===== src/rtl/pulse_pkg.sv =====
// rtl/pulse_pkg.sv - shared status types and helpers for the pulse interface blocks
package pulse_pkg;

    typedef struct packed {
        logic overflow;
        logic stretch_err;
    } pulse_status_t;

    localparam pulse_status_t STATUS_CLEAR = '{overflow: 1'b0, stretch_err: 1'b0};

    // Sticky update: a set event in the same cycle as a clear keeps the flag at 1.
    function automatic pulse_status_t update_status(
        input pulse_status_t cur,
        input pulse_status_t set,
        input logic          clr
    );
        pulse_status_t nxt;
        nxt.overflow    = set.overflow    | (cur.overflow    & ~clr);
        nxt.stretch_err = set.stretch_err | (cur.stretch_err & ~clr);
        return nxt;
    endfunction

endpackage


===== src/rtl/sync_fifo.sv =====
// rtl/sync_fifo.sv - single-clock show-ahead FIFO with occupancy count
module sync_fifo #(
    parameter int N     = 8,
    parameter int DEPTH = 4
) (
    input  logic                     clk,
    input  logic                     reset,
    input  logic                     push,
    input  logic [N-1:0]             push_data,
    input  logic                     pop,
    output logic [N-1:0]             pop_data,
    output logic [$clog2(DEPTH):0]   count,
    output logic                     full,
    output logic                     empty
);
    localparam int AW = $clog2(DEPTH);

    logic [AW:0]  wr_ptr;
    logic [AW:0]  rd_ptr;
    logic [N-1:0] mem [DEPTH];
    logic         do_push;
    logic         do_pop;

    // Extra pointer MSB distinguishes full from empty when the indices match.
    assign empty   = (wr_ptr == rd_ptr);
    assign full    = (wr_ptr[AW] != rd_ptr[AW]) && (wr_ptr[AW-1:0] == rd_ptr[AW-1:0]);
    assign do_pop  = pop & ~empty;
    assign do_push = push & (~full | do_pop);

    assign pop_data = empty ? '0 : mem[rd_ptr[AW-1:0]];

    always_ff @(posedge clk) begin
        if (do_push) begin
            mem[wr_ptr[AW-1:0]] <= push_data;
        end
    end

    always_ff @(posedge clk) begin
        if (reset) begin
            wr_ptr <= '0;
            rd_ptr <= '0;
            count  <= '0;
        end else begin
            if (do_push) begin
                wr_ptr <= wr_ptr + 1'b1;
            end
            if (do_pop) begin
                rd_ptr <= rd_ptr + 1'b1;
            end
            case ({do_push, do_pop})
                2'b10:   count <= count + 1'b1;
                2'b01:   count <= count - 1'b1;
                default: count <= count;
            endcase
        end
    end

endmodule


===== src/rtl/pulse_capture.sv =====
// rtl/pulse_capture.sv - one-cycle pulse detector feeding a valid/ready FIFO with sticky faults
module pulse_capture
    import pulse_pkg::*;
#(
    parameter int N     = 8,
    parameter int DEPTH = 4
) (
    input  logic                     clk,
    input  logic                     reset,
    input  logic [N-1:0]             pulse_in,
    input  logic                     out_ready,
    output logic                     out_valid,
    output logic [N-1:0]             out_data,
    output logic [$clog2(DEPTH):0]   count,
    input  logic                     clear_err,
    output logic                     overflow,
    output logic                     stretch_err
);
    logic          nz;
    logic          prev_nz;
    logic          capture;
    logic          stretch;
    logic          pop;
    logic          push;
    logic          full;
    logic          empty;
    pulse_status_t status;
    pulse_status_t status_set;

    assign nz      = |pulse_in;
    assign capture = nz & ~prev_nz;
    assign stretch = nz & prev_nz;

    assign out_valid = ~empty;
    assign pop       = out_valid & out_ready;

    // A full FIFO still accepts a pulse when the head leaves in the same cycle.
    assign push = capture & (~full | pop);

    assign status_set.overflow    = capture & full & ~pop;
    assign status_set.stretch_err = stretch;

    always_ff @(posedge clk) begin
        if (reset) begin
            prev_nz <= 1'b0;
            status  <= STATUS_CLEAR;
        end else begin
            prev_nz <= nz;
            status  <= update_status(status, status_set, clear_err);
        end
    end

    assign overflow    = status.overflow;
    assign stretch_err = status.stretch_err;

    sync_fifo #(
        .N     (N),
        .DEPTH (DEPTH)
    ) u_fifo (
        .clk       (clk),
        .reset     (reset),
        .push      (push),
        .push_data (pulse_in),
        .pop       (pop),
        .pop_data  (out_data),
        .count     (count),
        .full      (full),
        .empty     (empty)
    );

endmodule


===== config.mk =====
export PLATFORM = sky130hd
export DESIGN_NAME = pulse_capture
export DESIGN_NICKNAME = d
export VERILOG_FILES = /design/src/rtl/pulse_pkg.sv /design/src/rtl/sync_fifo.sv /design/src/rtl/pulse_capture.sv
export SDC_FILE = /design/constraint.sdc
export NUM_CORES = 1
export LEC_CHECK = 0
export ABC_AREA = 1
export BUFFER_PORTS_ARGS = -buffer_cell sky130_fd_sc_hd__buf_2
export CORE_MARGIN = 3
export CORE_UTILIZATION = 57
export CTS_CLUSTER_SIZE = 30
export DETAILED_ROUTE_END_ITERATION = 8
export GPL_TIMING_DRIVEN = 0
export PLACE_DENSITY = 0.78
export SLEW_MARGIN = 20
export SYNTH_ARGS = -nofsm -noshare
export SYNTH_HDL_FRONTEND = slang
export SYNTH_HIERARCHICAL = 1
export SYNTH_SLANG_ARGS = --single-unit

===== constraint.sdc =====
create_clock -name clk -period 3.5 [get_ports clk]
set_input_delay 0.35 -clock clk [delete_from_list [all_inputs] [get_ports clk]]
set_output_delay 0.35 -clock clk [all_outputs]
set_load 0.02 [all_outputs]

==> results of run 1 <==
cell type report:
cell class | instances | area [um2] | area share
Buffer | 5 | 43.8 | 0.0182
Clock buffer | 7 | 86.3 | 0.0360
Clock inverter | 1 | 5.00 | 0.00209
Inverter | 41 | 154 | 0.0641
Multi-Input combinational cell | 119 | 687 | 0.286
Sequential cell | 46 | 1240 | 0.517
Tap cell | 46 | 57.6 | 0.0240
Timing Repair Buffer | 25 | 125 | 0.0521
placed cells by master, fill, tap and decap left out:
master    netlist  routed
ha_1            6       6
o21ai_0        12      12
clkinv_2        0       1
nand3_2         3       3
a21oi_1         9       9
xnor2_2         1       1
nand2_4         1       1
inv_1          39      39
nand2_2         4       4
buf_2           1      26
clkbuf_1        0       1
clkbuf_2        1       1
edfxtp_1       32      32
nor2_4          1       1
buf_6           3       3
fa_1            1       1
xor2_1          2       2
inv_2           2       2
clkbuf_8        0       6
nand2_1        24      24
o32ai_1         8       8
nor3_2          1       1
nor2_2          2       2
nor2_1         38      38
dfxtp_1        14      14
o21ai_1         1       1
nand4_4         1       1
a21oi_2         1       1
nand3_1         3       3
registers in the layout (all words and copies together) (netlist names), named ones only:
name           flops
overflow           1
prev_nz            1
stretch_err        1
u_fifo/count       3
u_fifo/mem        32
u_fifo/rd_ptr      3
u_fifo/wr_ptr      3
path summary, 6_finish.rpt:
| kind | slack [ns] | end | startpoint |
|---|---|---|---|
| max | 0.66 | u_fifo/mem[3][7] | u_fifo/wr_ptr[0] |
| min | 0.28 | u_fifo/mem[3][5] | pulse_in[5] |
| max reg2reg | 0.66 | u_fifo/mem[3][7] | u_fifo/wr_ptr[0] |
| min reg2reg | 0.46 | u_fifo/count[2] | u_fifo/count[2] |
layer usage:
layer  share of wire  routed length, um  GRT usage
met4           0.021                 77      0.111
met3           0.036                128     0.0590
met2            0.50               1810      0.308
met1            0.44               1570      0.210
met5               0                  0          0
power by group:
group	switching [W]	internal [W]
clock	0.000161	0.000159
sequential	0.0000156	0.000611
combinational	0.000161	0.0000882
per-stage QoR:
step,hold slack (ns),util
final,0.283,0.692
after global routing,0.267,0.692
after CTS,0.267,0.692
after detailed placement,0.452,0.666
after global placement,0.449,0.666
after floorplan,0.412,-
cell families (layout without fill, tap and decap cells):
family          after synthesis  after routing
buf+inv                      46             79
flops                        46             46
fa+ha+maj                     7              7
compound gates               31             31
simple gates                 78             78
xor+xnor                      3              3
==> impl_summary.md, run 1 <==
Outcome
The flow ran to the end, and the final reports show no timing, DRC or antenna violations.

Critical path
Traced cell by cell, the critical path runs through inv_1 -> nand2_1 -> nand2_2 -> nand3_2 -> buf_6 -> inv_1 -> nor2_2 -> nor2_4 -> nor3_2 -> nand2_4 -> nor2_1. The worst setup path is captured at a register. The arrival time of the worst setup path is roughly 2.8 ns. In this design, the critical path's most frequently occurring cell is inv_1. The largest delay contributor family on the critical path is simple AND/OR/NAND/NOR gates. The biggest cell delay along the critical path is between 0.6 and 0.7 ns. The kind of critical path is register to register. The worst endpoint required time is around 3.4 ns. The highest-delay cell along the critical path is nor2_1. The largest fanout on the critical path is 10.

The worst-case reg-to-reg path depth is 11. The critical path contains buffers and inverters numbering 3 combined. Counting buffers and inverters, the worst setup path is 11 cells deep.

The worst setup path is launched from a register.

Die
The initial core utilization is 0.613. The number of placement rows is 21. The floorplan die height is around 67 um. The total I/O pin count is 26. The core region is approximately 3500 um2. The die is 67.1 um wide. The die area is approximately 4500 um2.

Clock network
After clock tree synthesis, the clock-pin slew on the worst setup and hold paths is 0.08 ns. The clock latency at the later pin of the worst-skew pair is 0.29 ns. The tree is rooted in a clkbuf_8.

The number of resized instances in the post-cts repair step is 0. For this design, the CTS-stage hold fixing added 0 buffers. TritonCTS built the clock tree. The clock sink count is 46. The maximum root-to-sink buffer count is 2. Post-CTS timing repair inserted 0 buffers for setup. TritonCTS created 5 clock buffers. The level count of the clock H-tree is 2.

Yosys
The number of warnings printed during yosys synthesis is 6. The leading cell type by number of instances after synthesis is inv_1. The mux share of post-synthesis cell area is 0.

The post-synthesis simple-gate area fraction is 0.174. The synthesized design spends more area on one cell type than any other, namely edfxtp_1. After synthesis the cells add up to about 2100 um2. The number of enable-type register cells in the synthesized netlist is 32. By area, the combinational part of the netlist is dominated by simple AND/OR/NAND/NOR gates. The distinct cell type count of the synthesized netlist is 26.

The share of the synthesized area in compound gates (AO/OA/AOI/OAI) is 0.0889. The parity-gate share of the synthesized area counting xor and xnor cells is 0.0159. The share of synthesized area in the top cell type comes to 0.452. By count the netlist is led by 39 x inv_1, 38 x nor2_1, 32 x edfxtp_1. The per-instance average area after synthesis is around 10 um2.

Synthesis produced a netlist with a net count of 230. Synthesis handed over a netlist of ~210 instances. After synthesis the netlist holds a flip-flop and latch count of 46. Sorting the synthesized cells by area gives the leading types as edfxtp_1 45%, dfxtp_1 13%, inv_1 6.9%. The post-synthesis async set-or-reset flop share is 0. The most used flip-flop cell after synthesis is edfxtp_1. The fraction of the mapped netlist area in adder cells is 0.0447. Of the synthesized area, sequential elements account for 0.584.

Route
The first detailed-routing pass took 4 iterations. The DRC violations left is 0. The wire length per cell after detailed routing is between 10 and 15 um.

The initial DRC count is between 70 and 80. In this run the remaining antenna-violating nets after routing total 0. The routed layout has 1,436 vias. The routed design has approximately 3.6 mm of wire. Dividing the detail-routed via count by the number of cells gives between 4 and 5.

Placement
The pre-CTS worst setup slack is ~0.62 ns. The number of cells after detailed placement is between 200 and 300. The weighted congestion reported at the end of routability-driven placement is between 0.7 and 0.8.

Detailed placement finished with a half-perimeter wire length of between 2 and 3 mm. Buffers placed on the I/O ports in this run total 25. The placed standard-cell area is 2310 um2.

GRT
Global routing finished with a remaining overflow of 0. The number of global-route vias before repair is roughly 1,300. The global-route wire length before repair is 5.88 mm. In the global route stage, overall resource usage came out at 0.187. Entering global routing, the biggest net connects 14 pins.

The initial antenna violation count is 0.

Layout
In the final layout, the share of cells above drive strength 1 is 0.221. The synthesis-to-finish area growth is 12.9%. After filler insertion, the fill cell instance count of the layout stands at 295. The count of inserted antenna diode cells is 0. The cell area after layout is around 2400 um2.

For this run, the number of standard cells in the final layout without fillers is 290. In the final design database the tool counted 262 nets.

Timing
The final-report max-slew violation count is 0. The highest achievable clock rate is 0.352 GHz. The final worst setup slack is roughly 0.66 ns. The worst pin sits at a relative slew slack of 0.449. In the finished design, the share of the clock period the worst path needs comes to 0.812.

Setup repair after global routing left no endpoint under its margin. The clock period minus worst slack is 2.84 ns. Setup total negative slack on the finished layout was measured at 0 ns. For the pin with the worst max-slew slack, the measured transition is just over 0.8 ns.

The hold violation count in the final report is 0. The count of final setup violators is 0. The final clock skew is between 0.004 and 0.005 ns.

Hold path
The tightest min-delay check is of the input pin to register type. The hold path depth is 1.

Power
The leakage component of the power is 1.05 nW. The total power is 0.00119 W. The peak ir drop on the vdd network is ~0.00034 V. The power density normalized to cell area is ~500 nW/um2.

Run
The tool flagged a number of max-cap violations equal to 0.
(Power assumes the default switching activity.)
==> inputs of run 2 (changes only) <==
--- a/config.mk
+++ b/config.mk
@@ -8,11 +8,11 @@
 export ABC_AREA = 1
 export BUFFER_PORTS_ARGS = -buffer_cell sky130_fd_sc_hd__buf_2
 export CORE_MARGIN = 3
-export CORE_UTILIZATION = 57
+export CORE_UTILIZATION = 51
 export CTS_CLUSTER_SIZE = 30
 export DETAILED_ROUTE_END_ITERATION = 8
 export GPL_TIMING_DRIVEN = 0
-export PLACE_DENSITY = 0.78
+export PLACE_DENSITY = 0.74
 export SLEW_MARGIN = 20
 export SYNTH_ARGS = -nofsm -noshare
 export SYNTH_HDL_FRONTEND = slang
==> constraint.sdc (replaced) <==
create_clock -name clk -period 2.6 [get_ports clk]
set_input_delay 0.26 -clock clk [delete_from_list [all_inputs] [get_ports clk]]
set_output_delay 0.26 -clock clk [all_outputs]
set_load 0.02 [all_outputs]
==> run 2 against run 1 <==
Compared with the run above:
- sequential power rose by 35%
- wire length rose by 4.2%
- non-clock buffer count rose by 6
- sequential share of layout area fell by 1.3 points
- cell count rose by 2.8%
- sequential cell count did not move
==> impl_summary.md, run 2 (synthesis results as in run 1) <==
Outcome
The flow ran to the end, and the final reports show no timing, DRC or antenna violations.

Clock network
The CTS buffer count is 5 (unchanged). The root buffer cell chosen for the clock tree is clkbuf_8. The level count of the clock H-tree came to 2 (unchanged). The clock sink count came to 46 (unchanged). The maximum root-to-sink buffer count was 2 (unchanged). The post-CTS clock slew at the launch and capture registers of the worst setup and hold paths came to 0.08 ns (about the same). The hold-fix buffer count after cts is 0 (unchanged). The clock latency at the later pin of the worst-skew pair is 0.30 ns (about the same). The TritonCTS clock tree is done.

Layout
The final layout net count is 268 (+2.3%). The library cells used most frequently in the layout, excluding fill and tap cells, are 37 x nor2_1, 36 x inv_1, 32 x edfxtp_1. The register cell area after layout is 1250 um2 (+0.61%). The ratio of cells with drive above 1 in the final layout is 0.276 (+0.0547). From synthesis to final layout, the design area changed by 16.4%. The final instance count without filler cells is 298 (+2.8%). The filler cell count was 311 (+5.4%). The number of flip-flops under the largest register name is 32 (unchanged). The library cell used most frequently in the layout, excluding fill and tap cells, is nor2_1. The area of the multi-input gates was 703 um2 (+2.4%).

The count of inserted antenna diode cells is 0 (unchanged).

Route
The final antenna-violating net count is 0 (unchanged). The detailed-route wire length came to 3.74 mm (+4.2%). The average via count per standard cell came to 4.91 (-0.85%).

The wire length per cell after detailed routing was 12.5 um (+1.4%). The via count is 1,463 (+1.9%). The initial DRC count is 86 (+13%). The DRC violations left came to 0 (unchanged). The first-pass iteration count of the detailed router came to 5 (+1).

Critical path
The arrival time of the worst setup path is 2.60 ns (-0.17 ns). The biggest cell delay along the critical path is 0.44 ns (-0.21 ns). The launch point of the worst reg-to-reg path is u_fifo/wr_ptr[1]. The worst endpoint required time came to 2.80 ns (-0.62 ns). The slack of the worst reg-to-reg path was 0.20 ns (-0.46 ns). Traced cell by cell, the critical path runs through xnor2_2 -> nand3_2 -> buf_8 -> inv_2 -> nor2_4 -> inv_1 -> nand4_4 -> nand2_4 -> ha_1 -> inv_2 -> fa_2 -> a21oi_1 -> o21ai_1 -> o21ai_1 -> a21oi_1. The worst setup path is launched from a register. The critical path buffer and inverter count is 4 (+1). Grouping stages by cell kind, the critical path spends the most delay in adder cells. The largest fanout on the critical path came to 7 (-3). The highest-delay cell along the critical path is dfxtp_1. The worst setup path is of the register to register kind. The worst register-to-register path ends at u_fifo/count[2]. The worst-case reg-to-reg path depth is 15 (+4). The kind of capture point of the worst setup path is a register.

Die
The width of the chip is 70.6 um (+5.2%). The total I/O pin count is 26 (unchanged). The number of placement rows is 22 (+4.8%). The placeable core region was 3830 um2 (+10%). The initial core utilization is 0.556 (-0.0573). The floorplan die height came to 70.6 um (+5.2%). The die area came to 4980 um2 (+11%).

GRT
The initial antenna violation count came to 0 (unchanged). The number of global-route vias before repair is 1,344 (+1.7%). The total routing resource utilization after global routing was 0.158 (-0.0285). The pin count of the biggest net entering global routing came to 14 (unchanged). The global-route wire length before repair is 6.04 mm (+2.7%). The total congestion overflow was 0 (unchanged).

Run
The max-capacitance violation count came to 0 (unchanged).

Timing
The ratio of final minimum period to clock period is 0.923 (+0.111). The highest achievable clock rate is 0.417 GHz (+18%). The worst max-slew margin expressed relative to the limit is 0.483 (+0.0343). The clock period minus worst slack is 2.40 ns (-0.443 ns). The final clock skew is 0.0124 ns (+0.00831 ns).

The final-report max-slew violation count is 0 (unchanged). The smallest hold slack is 0.186 ns (-0.0970 ns). The count of final setup violators is 0 (unchanged). The hold violation count in the final report is 0 (unchanged). The setup TNS was 0 ns (unchanged). The transition time at the pin with the least slew margin is 0.773 ns (-0.0512 ns).

Placement
The number of buffers added on ports was 25 (unchanged). The number of cells after detailed placement is 284 (+0.71%). The post-DP HPWL came to 2.50 mm (-1.1%). The weighted congestion reported at the end of routability-driven placement is 0.765 (+2.1%).

Hold path
For hold timing, the worst endpoint is u_fifo/mem[1][5]. The hold path depth came to 1 (unchanged). The worst hold path begins at pulse_in[5]. In this run the worst hold path is classified as input pin to register.

Power
The power density normalized to cell area is 667 nW/um2 (+34%). The total power was 0.00165 W (+38%). The peak ir drop on the vdd network is 0.000336 V (about the same). The leakage component of the power is 1.08 nW (+3.3%).
[run 2: cell types whose count changed in the layout (fill, tap and decap cells not counted), sizes merged]
cell / before / now
buf: 29 / 35
[run 2: metal layers]
layer	vias up	part of all wire	global-route usage
met5	-	0	0
met4	0	0.015	0.0605
met3	7	0.074	0.0469
met2	43	0.49	0.258
met1	656	0.42	0.201
li1	757	-	-
[run 2: how the worst max path moves through the flow]
stage	from	endpoint	slack, ns	cells after the start
after floorplan	u_fifo/wr_ptr[0]	u_fifo/count[1]	0.08	16
after CTS	u_fifo/wr_ptr[1]	u_fifo/count[2]	0.008	15
after global routing	u_fifo/wr_ptr[2]	u_fifo/count[2]	-0.02	18
after detailed placement	u_fifo/wr_ptr[0]	u_fifo/mem[1][6]	-0.27	11
final	u_fifo/wr_ptr[1]	u_fifo/count[2]	0.20	15
after global placement	u_fifo/wr_ptr[0]	u_fifo/mem[1][6]	-0.26	11
[run 2: area by class of cell]
type / instances / area share
plain buffers: 5 / 0.0192
multi-input cells: 119 / 0.284
flip-flops and latches: 46 / 0.505
inverters: 41 / 0.0622
clock inverters: 1 / 0.00202
repair buffers: 31 / 0.0688
well taps: 48 / 0.0243
clock buffers: 7 / 0.0349
[run 2: repair_timing]
action / 4_1_cts / 5_1_grt
setup buffers: 3 / 3
setup endpoints to repair: 34 / 34
pin swaps: 3 / 3
gates resized for setup: 7 / 8
[run 2: power by group]
group,total [W],internal (W),switching (W)
clock network,0.000440,0.000214,0.000225
registers,0.000846,0.000822,0.0000232
logic,0.000365,0.000139,0.000226
[run 2: per-stage QoR]
step	area (um2)	utilization	worst slack, ns
finish	2470	0.647	0.201
global route	2470	0.647	-0.0221
CTS	2440	0.638	0.00846
detailed placement	2310	0.604	-0.268
global placement	2310	0.604	-0.256
floorplan	2130	-	0.0812
